===== src/rtl/multicycle_control_if.sv =====
// Shared memory-port handshake between the multi-cycle control unit and the memory.
interface multicycle_control_if;
  logic mem_req;
  logic mem_we;
  logic iord;
  logic mem_ready;

  modport master (
    output mem_req,
    output mem_we,
    output iord,
    input  mem_ready
  );

  modport slave (
    input  mem_req,
    input  mem_we,
    input  iord,
    output mem_ready
  );
endinterface


===== src/rtl/multicycle_control.sv =====
// Multi-cycle main control FSM for the RISC-V core: sequences fetch/decode/exec/mem/wb,
// holds memory requests across wait states with a timeout trap, and counts retirements.
module multicycle_control #(
  parameter int unsigned ALUOP_W  = 3,
  parameter int unsigned MAX_WAIT = 15,
  parameter int unsigned CNT_W    = 32
) (
  input  logic                 clock,
  input  logic                 reset_n,
  input  logic [6:0]           opcode,
  input  logic [2:0]           funct3,
  input  logic                 funct7_5,
  multicycle_control_if.master mem,
  output logic                 ir_write,
  output logic                 pc_write,
  output logic                 branch,
  output logic                 alu_src_a,
  output logic                 alu_src_b,
  output logic [ALUOP_W-1:0]   alu_op,
  output logic                 reg_write,
  output logic                 mem_to_reg,
  output logic [2:0]           state,
  output logic [1:0]           trap_cause,
  output logic [CNT_W-1:0]     instret
);

  localparam int unsigned WAIT_W = (MAX_WAIT < 2) ? 1 : $clog2(MAX_WAIT + 1);

  localparam logic [2:0] ALU_ADD = 3'b010;
  localparam logic [2:0] ALU_SUB = 3'b110;
  localparam logic [2:0] ALU_AND = 3'b000;
  localparam logic [2:0] ALU_OR  = 3'b001;

  localparam logic [6:0] OP_R      = 7'b0110011;
  localparam logic [6:0] OP_I      = 7'b0010011;
  localparam logic [6:0] OP_LOAD   = 7'b0000011;
  localparam logic [6:0] OP_STORE  = 7'b0100011;
  localparam logic [6:0] OP_BRANCH = 7'b1100011;

  localparam logic [1:0] CAUSE_NONE    = 2'b00;
  localparam logic [1:0] CAUSE_ILLEGAL = 2'b01;
  localparam logic [1:0] CAUSE_TIMEOUT = 2'b10;

  typedef enum logic [2:0] {
    S_FETCH  = 3'd0,
    S_DECODE = 3'd1,
    S_EXEC   = 3'd2,
    S_MEM    = 3'd3,
    S_WB     = 3'd4,
    S_TRAP   = 3'd5
  } state_e;

  typedef enum logic [2:0] {
    CLS_NONE   = 3'd0,
    CLS_R      = 3'd1,
    CLS_I      = 3'd2,
    CLS_LOAD   = 3'd3,
    CLS_STORE  = 3'd4,
    CLS_BRANCH = 3'd5
  } cls_e;

  state_e             state_q, state_d;
  cls_e               cls_q, cls_d;
  logic [2:0]         alu_q, alu_d;
  logic [WAIT_W-1:0]  wait_q, wait_d;
  logic [1:0]         cause_q, cause_d;
  logic [CNT_W-1:0]   instret_q, instret_d;

  cls_e               dec_cls;
  logic [2:0]         dec_alu;
  logic               timeout_c;
  logic               retire_c;
  logic               mem_req_o, mem_we_o, iord_o;
  logic [2:0]         alu_o;

  // Instruction class decode; only consumed while in DECODE.
  always_comb begin
    dec_cls = CLS_NONE;
    dec_alu = ALU_ADD;
    case (opcode)
      OP_R: begin
        case (funct3)
          3'b000: begin
            dec_cls = CLS_R;
            dec_alu = funct7_5 ? ALU_SUB : ALU_ADD;
          end
          3'b111: begin
            dec_cls = CLS_R;
            dec_alu = ALU_AND;
          end
          3'b110: begin
            dec_cls = CLS_R;
            dec_alu = ALU_OR;
          end
          default: dec_cls = CLS_NONE;
        endcase
      end
      OP_I: begin
        case (funct3)
          3'b000: begin
            dec_cls = CLS_I;
            dec_alu = ALU_ADD;
          end
          3'b111: begin
            dec_cls = CLS_I;
            dec_alu = ALU_AND;
          end
          3'b110: begin
            dec_cls = CLS_I;
            dec_alu = ALU_OR;
          end
          default: dec_cls = CLS_NONE;
        endcase
      end
      OP_LOAD:   dec_cls = (funct3 == 3'b010) ? CLS_LOAD : CLS_NONE;
      OP_STORE:  dec_cls = (funct3 == 3'b010) ? CLS_STORE : CLS_NONE;
      OP_BRANCH: dec_cls = (funct3 == 3'b000) ? CLS_BRANCH : CLS_NONE;
      default:   dec_cls = CLS_NONE;
    endcase
  end

  // A ready in the limit cycle still completes the request, so timeout only fires when not ready.
  assign timeout_c = (MAX_WAIT != 0) && (wait_q == WAIT_W'(MAX_WAIT)) && !mem.mem_ready;

  // Next-state and control outputs.
  always_comb begin
    state_d    = state_q;
    cls_d      = cls_q;
    alu_d      = alu_q;
    wait_d     = '0;
    cause_d    = cause_q;
    retire_c   = 1'b0;
    mem_req_o  = 1'b0;
    mem_we_o   = 1'b0;
    iord_o     = 1'b0;
    ir_write   = 1'b0;
    pc_write   = 1'b0;
    branch     = 1'b0;
    alu_src_a  = 1'b0;
    alu_src_b  = 1'b0;
    alu_o      = ALU_ADD;
    reg_write  = 1'b0;
    mem_to_reg = 1'b0;

    case (state_q)
      S_FETCH: begin
        mem_req_o = 1'b1;
        if (mem.mem_ready) begin
          ir_write = 1'b1;
          pc_write = 1'b1;
          state_d  = S_DECODE;
        end else if (timeout_c) begin
          state_d = S_TRAP;
          cause_d = CAUSE_TIMEOUT;
        end else begin
          wait_d = wait_q + WAIT_W'(1);
        end
      end
      S_DECODE: begin
        if (dec_cls == CLS_NONE) begin
          state_d = S_TRAP;
          cause_d = CAUSE_ILLEGAL;
        end else begin
          cls_d   = dec_cls;
          alu_d   = dec_alu;
          state_d = S_EXEC;
        end
      end
      S_EXEC: begin
        alu_src_a = 1'b1;
        case (cls_q)
          CLS_R: begin
            alu_o   = alu_q;
            state_d = S_WB;
          end
          CLS_I: begin
            alu_src_b = 1'b1;
            alu_o     = alu_q;
            state_d   = S_WB;
          end
          CLS_LOAD, CLS_STORE: begin
            alu_src_b = 1'b1;
            state_d   = S_MEM;
          end
          CLS_BRANCH: begin
            alu_o    = ALU_SUB;
            branch   = 1'b1;
            retire_c = 1'b1;
            state_d  = S_FETCH;
          end
          default: begin
            state_d = S_TRAP;
            cause_d = CAUSE_ILLEGAL;
          end
        endcase
      end
      S_MEM: begin
        mem_req_o = 1'b1;
        iord_o    = 1'b1;
        mem_we_o  = (cls_q == CLS_STORE);
        if (mem.mem_ready) begin
          if (cls_q == CLS_STORE) begin
            retire_c = 1'b1;
            state_d  = S_FETCH;
          end else begin
            state_d = S_WB;
          end
        end else if (timeout_c) begin
          state_d = S_TRAP;
          cause_d = CAUSE_TIMEOUT;
        end else begin
          wait_d = wait_q + WAIT_W'(1);
        end
      end
      S_WB: begin
        reg_write  = 1'b1;
        mem_to_reg = (cls_q == CLS_LOAD);
        retire_c   = 1'b1;
        state_d    = S_FETCH;
      end
      S_TRAP: begin
        alu_o = 3'b000;
      end
      default: begin
        state_d = S_FETCH;
      end
    endcase

    instret_d = retire_c ? (instret_q + CNT_W'(1)) : instret_q;
  end

  always_ff @(posedge clock or negedge reset_n) begin
    if (!reset_n) begin
      state_q   <= S_FETCH;
      cls_q     <= CLS_NONE;
      alu_q     <= ALU_ADD;
      wait_q    <= '0;
      cause_q   <= CAUSE_NONE;
      instret_q <= '0;
    end else begin
      state_q   <= state_d;
      cls_q     <= cls_d;
      alu_q     <= alu_d;
      wait_q    <= wait_d;
      cause_q   <= cause_d;
      instret_q <= instret_d;
    end
  end

  assign mem.mem_req = mem_req_o;
  assign mem.mem_we  = mem_we_o;
  assign mem.iord    = iord_o;
  assign alu_op      = ALUOP_W'(alu_o);
  assign state       = state_q;
  assign trap_cause  = cause_q;
  assign instret     = instret_q;

endmodule

===== src/flat_wrapper.sv =====
// flat-port wrapper written by rule: the top's interface ports become plain ports
module multicycle_control_flat 
#(
  parameter int unsigned ALUOP_W  = 3,
  parameter int unsigned MAX_WAIT = 15,
  parameter int unsigned CNT_W    = 32
)
  (clock, reset_n, opcode, funct3, funct7_5, ir_write, pc_write, branch, alu_src_a, alu_src_b, alu_op, reg_write, mem_to_reg, state, trap_cause, instret, mem_mem_req, mem_mem_we, mem_iord, mem_mem_ready);
  multicycle_control_if mem_i ();
  input  logic clock;
  input  logic reset_n;
  input  logic [6:0] opcode;
  input  logic [2:0] funct3;
  input  logic funct7_5;
  output logic ir_write;
  output logic pc_write;
  output logic branch;
  output logic alu_src_a;
  output logic alu_src_b;
  output logic [ALUOP_W-1:0] alu_op;
  output logic reg_write;
  output logic mem_to_reg;
  output logic [2:0] state;
  output logic [1:0] trap_cause;
  output logic [CNT_W-1:0] instret;
  output wire logic [$bits(mem_i.mem_req)-1:0] mem_mem_req;
  output wire logic [$bits(mem_i.mem_we)-1:0] mem_mem_we;
  output wire logic [$bits(mem_i.iord)-1:0] mem_iord;
  input wire logic [$bits(mem_i.mem_ready)-1:0] mem_mem_ready;
  assign mem_mem_req = mem_i.mem_req;
  assign mem_mem_we = mem_i.mem_we;
  assign mem_iord = mem_i.iord;
  assign mem_i.mem_ready = mem_mem_ready;
  multicycle_control #(.ALUOP_W(ALUOP_W), .MAX_WAIT(MAX_WAIT), .CNT_W(CNT_W)) u_core (.clock(clock), .reset_n(reset_n), .opcode(opcode), .funct3(funct3), .funct7_5(funct7_5), .mem(mem_i), .ir_write(ir_write), .pc_write(pc_write), .branch(branch), .alu_src_a(alu_src_a), .alu_src_b(alu_src_b), .alu_op(alu_op), .reg_write(reg_write), .mem_to_reg(mem_to_reg), .state(state), .trap_cause(trap_cause), .instret(instret));
endmodule

===== config.mk =====
export PLATFORM = sky130hd
export DESIGN_NAME = multicycle_control_flat
export DESIGN_NICKNAME = d
export VERILOG_FILES = /design/src/rtl/multicycle_control_if.sv /design/src/rtl/multicycle_control.sv /design/src/flat_wrapper.sv
export SDC_FILE = /design/constraint.sdc
export NUM_CORES = 1
export LEC_CHECK = 0
export ABC_AREA = 1
export BUFFER_PORTS_ARGS = -buffer_cell sky130_fd_sc_hd__clkbuf_2
export CAP_MARGIN = 20
export CORE_MARGIN = 2
export CORE_UTILIZATION = 45
export DETAILED_ROUTE_END_ITERATION = 10
export PLACE_DENSITY = 0.68
export SETUP_SLACK_MARGIN = 0.15
export SYNTH_ARGS = -nofsm -noshare
export SYNTH_HDL_FRONTEND = slang
export SYNTH_SLANG_ARGS = --single-unit

===== constraint.sdc =====
create_clock -name clock -period 1.8 [get_ports clock]
set_clock_uncertainty 0.15 [all_clocks]
set_input_delay 0.09 -clock clock [delete_from_list [all_inputs] [get_ports clock]]
set_output_delay 0.09 -clock clock [all_outputs]
set_load 0.03 [all_outputs]

==> reports/metrics.csv <==
stage,metric,value,unit
run_status,status,"finished, final reports clean",
detailed_routing,drt first pass iters,4,
die,Chip Height,84.5,um
timing,"Period Utilization, post-route",98.9,%
cts,Num Clock Sinks,47,
setup_path,worst path bufs/invs,1,
timing,worst hold margin,0.00671,ns
synth,Async SR Flop Fraction,100,%
synth,"Seq/Total Area, Yosys",40.4,%
detailed_routing,DR WL/cell,13.9,um
timing,fin crit period,1.78,ns
layout,design area,4190,um^2
power,Peak VDD IR,0.000707,V
timing,RSZ-0062 raised after global routing,true,
setup_path,WP data required,1.82,ns
placed_design,placed instance area,3500,um^2
synth,ys flop type,dfrtp_1,
setup_path,Worst path top cell family by delay,simple AND/OR/NAND/NOR gates,
synth,most frequent cell after synthesis,nand2_1,
detailed_routing,Vias/cell,5.15,
worst_hold_path,HP Class,input pin to register,
placed_design,GP Congestion,0.883,
setup_path,Worst path slowest cell,dfrtp_2,
setup_path,Worst Path Max Fanout,5,
synth,area of the mapped netlist,2910,um^2
timing,final setup margin,0.0197,ns
job,Max-cap violations,0,
layout,ant diodes,0,
detailed_routing,initial DRC count,278,
synth,Synth cell types,31,
synth,Cells after Synth,409,
synth,synth top area cells,"dfrtp_1, nand2_1, nor2_1",
synth,synth warn,0,
detailed_routing,Residual DRC,0,
timing,Fmax achieved,562,MHz
setup_path,Crit Path Category,register to register,
die,die footprint,7130,um^2
synth,share of the synthesized area in the top cell type,39.5,%
detailed_routing,vias,3111,
global_route,number of antenna violations at the first check in global routing,0,
placed_design,dpl hpwl,5790,um
cts,CTS Root Cell,clkbuf_8,
synth,Syn Nets,425,
global_route,first-pass GRT wire length,13400,um
timing,Fin Setup TNS,0,ns
global_route,All-Layer GR Usage,22.9,%
detailed_routing,Total Wirelength,8390,um
setup_path,Critical Path End Type,register,
global_route,grt ovf,0,
detailed_routing,remaining antenna violation count after routing,0,
power,leakage,0.00206,uW
timing,# setup viols final,0,
setup_path,critical-path cell list,ha_2 > nand3_2 > inv_1 > nand2_1 > nor2_1 > xor2_1 > o21ai_0,
cts,CTS tree,done,
setup_path,Worst EP arrival,1.80,ns
synth,Yosys top cell by area,dfrtp_1,
timing,Least-Margin Pin Slew,0.345,ns
timing,final hold vios,0,
placed_design,DP Worst Slack,0.0304,ns
setup_path,crit-path max cell delay,0.41,ns
cts,Worst-Skew Late Latency,0.30,ns
layout,layout cells sized above 1,37.8,%
die,starting density of the core,46.1,%
global_route,largest net degree at the start of global routing,26,
global_route,vias in the first global route,2962,
die,chip width,84.5,um
power,Power Density,948,nW/um^2
placed_design,PortBufs,63,
setup_path,startpoint types,register,
die,Core Area,6310,um^2
die,IO Count,64,
cts,clk slew on worst S/H paths,0.09,ns
synth,"EDFF count, synth",0,
synth,synthesized flop and latch total,47,
cts,clock buffer depth,2,
synth,syn avg cell area,7.12,um^2
cts,number of CTS-inserted buffers,5,
synth,Commonest cells post-synth,"nand2_1, nor2_1, dfrtp_1, inv_1, nand3_1",
cts,CTS H-Tree Depth,2,
layout,Final nets,542,
timing,final number of max-transition violations,0,
die,Core Rows,29,
timing,Rel. slew slack,76.9,%
layout,area delta synth->final,43.7,%
-- worst paths after layout --
check | startpoint | endpoint | slack (ns) | cells past startpoint
min in group asynchronous | reset_n | u_core.alu_q[1] | 0.14 | 2
max in group asynchronous | reset_n | u_core.alu_q[0] | 0.81 | 3
hold reg to reg | u_core.trap_cause[1] | u_core.trap_cause[1] | 0.33 | 2
setup / recovery | u_core.instret[0] | u_core.instret[16] | 0.02 | 7
hold / removal | opcode[6] | u_core.alu_q[2] | 0.007 | 4
setup reg to reg | u_core.instret[0] | u_core.instret[16] | 0.02 | 7
-- state kept, by name (all words and copies together), names as in the netlist --
register	count
u_core.alu_q	3
u_core.cls_q	3
u_core.instret	32
u_core.state	3
u_core.trap_cause	2
u_core.wait_q	4
-- final cells by class --
cell class / instances / area [um^2]
clock buffer: 7 / 86.3
clock inverter: 1 / 5.00
fill: 524 / 2130
inverter: 43 / 174
multi-input combinational: 314 / 1810
sequential: 47 / 1190
tap: 77 / 96.3
timing repair buffer: 115 / 825
-- per-stage QoR --
step | utilization (%) | instances | power [uW]
after global placement | 55.4 | 564 | 2750
final | 66.3 | 604 | 3970
after floorplan | - | 409 | 2370
after detailed placement | 55.4 | 564 | 2790
after CTS | 61.0 | 589 | 3640
after global routing | 66.3 | 604 | 4180
-- metal layers --
| layer | global-route usage [%] | vias to the layer above | wire length [um] |
|---|---|---|---|
| met5 | 0 | - | 0 |
| met4 | 7.07 | 0 | 179 |
| met3 | 3.15 | 19 | 507 |
| met2 | 37.6 | 105 | 3890 |
| met1 | 31.7 | 1463 | 3810 |
| li1 | - | 1524 | - |
-- placed cells by master (no fill, tap or decap), drive strengths merged, types with 8 or more instances in the layout --
| master | n |
|---|---|
| buf | 56 |
| clkbuf | 62 |
| dfrtp | 46 |
| inv | 43 |
| nand2 | 142 |
| nand3 | 29 |
| nand4 | 8 |
| nor2 | 67 |
| nor3 | 14 |
| o21ai | 11 |
| xnor2 | 8 |
| xor2 | 18 |
-- worst register-to-register path: stages (launching register included) --
cell and delay, ns:
dfrtp_2 0.41, ha_2 0.22, nand3_2 0.19, inv_1 0.14, nand2_1 0.10, nor2_1 0.14, xor2_1 0.17, o21ai_0 0.13
-- power by group --
group / total, uW / internal (uW) / switching (uW) / leakage [uW]
Combinational: 1950 / 751 / 1190 / 0.00141
Sequential: 1350 / 1210 / 145 / 0.000594
Clock: 669 / 311 / 358 / 0.0000482
Total: 3970 / 2270 / 1700 / 0.00206
-- timing repair --
action | CTS | global route
setup buffers | 13 | 14
pin swaps | 11 | 18
setup endpoints to repair | 34 | 42
hold buffers | 4 | 0
resized for setup | 36 | 73
gates cloned | 0 | 1
hold endpoints to repair | 49 | 0
-- cells by family (layout without fill, tap and decap cells) --
group                    after synthesis  in the layout  synth area share, %
XOR/XNOR                              26             26                 7.82
adder cells (fa/ha/maj)                2              2                0.859
AO/OA/AOI/OAI                         19             19                 3.61
AND/OR/NAND/NOR                      267            267                 40.4
flip-flops                            47             47                 40.4
buffers and inverters                 48            166                 6.87
No activity file was read; power rests on OpenSTA's default activity.
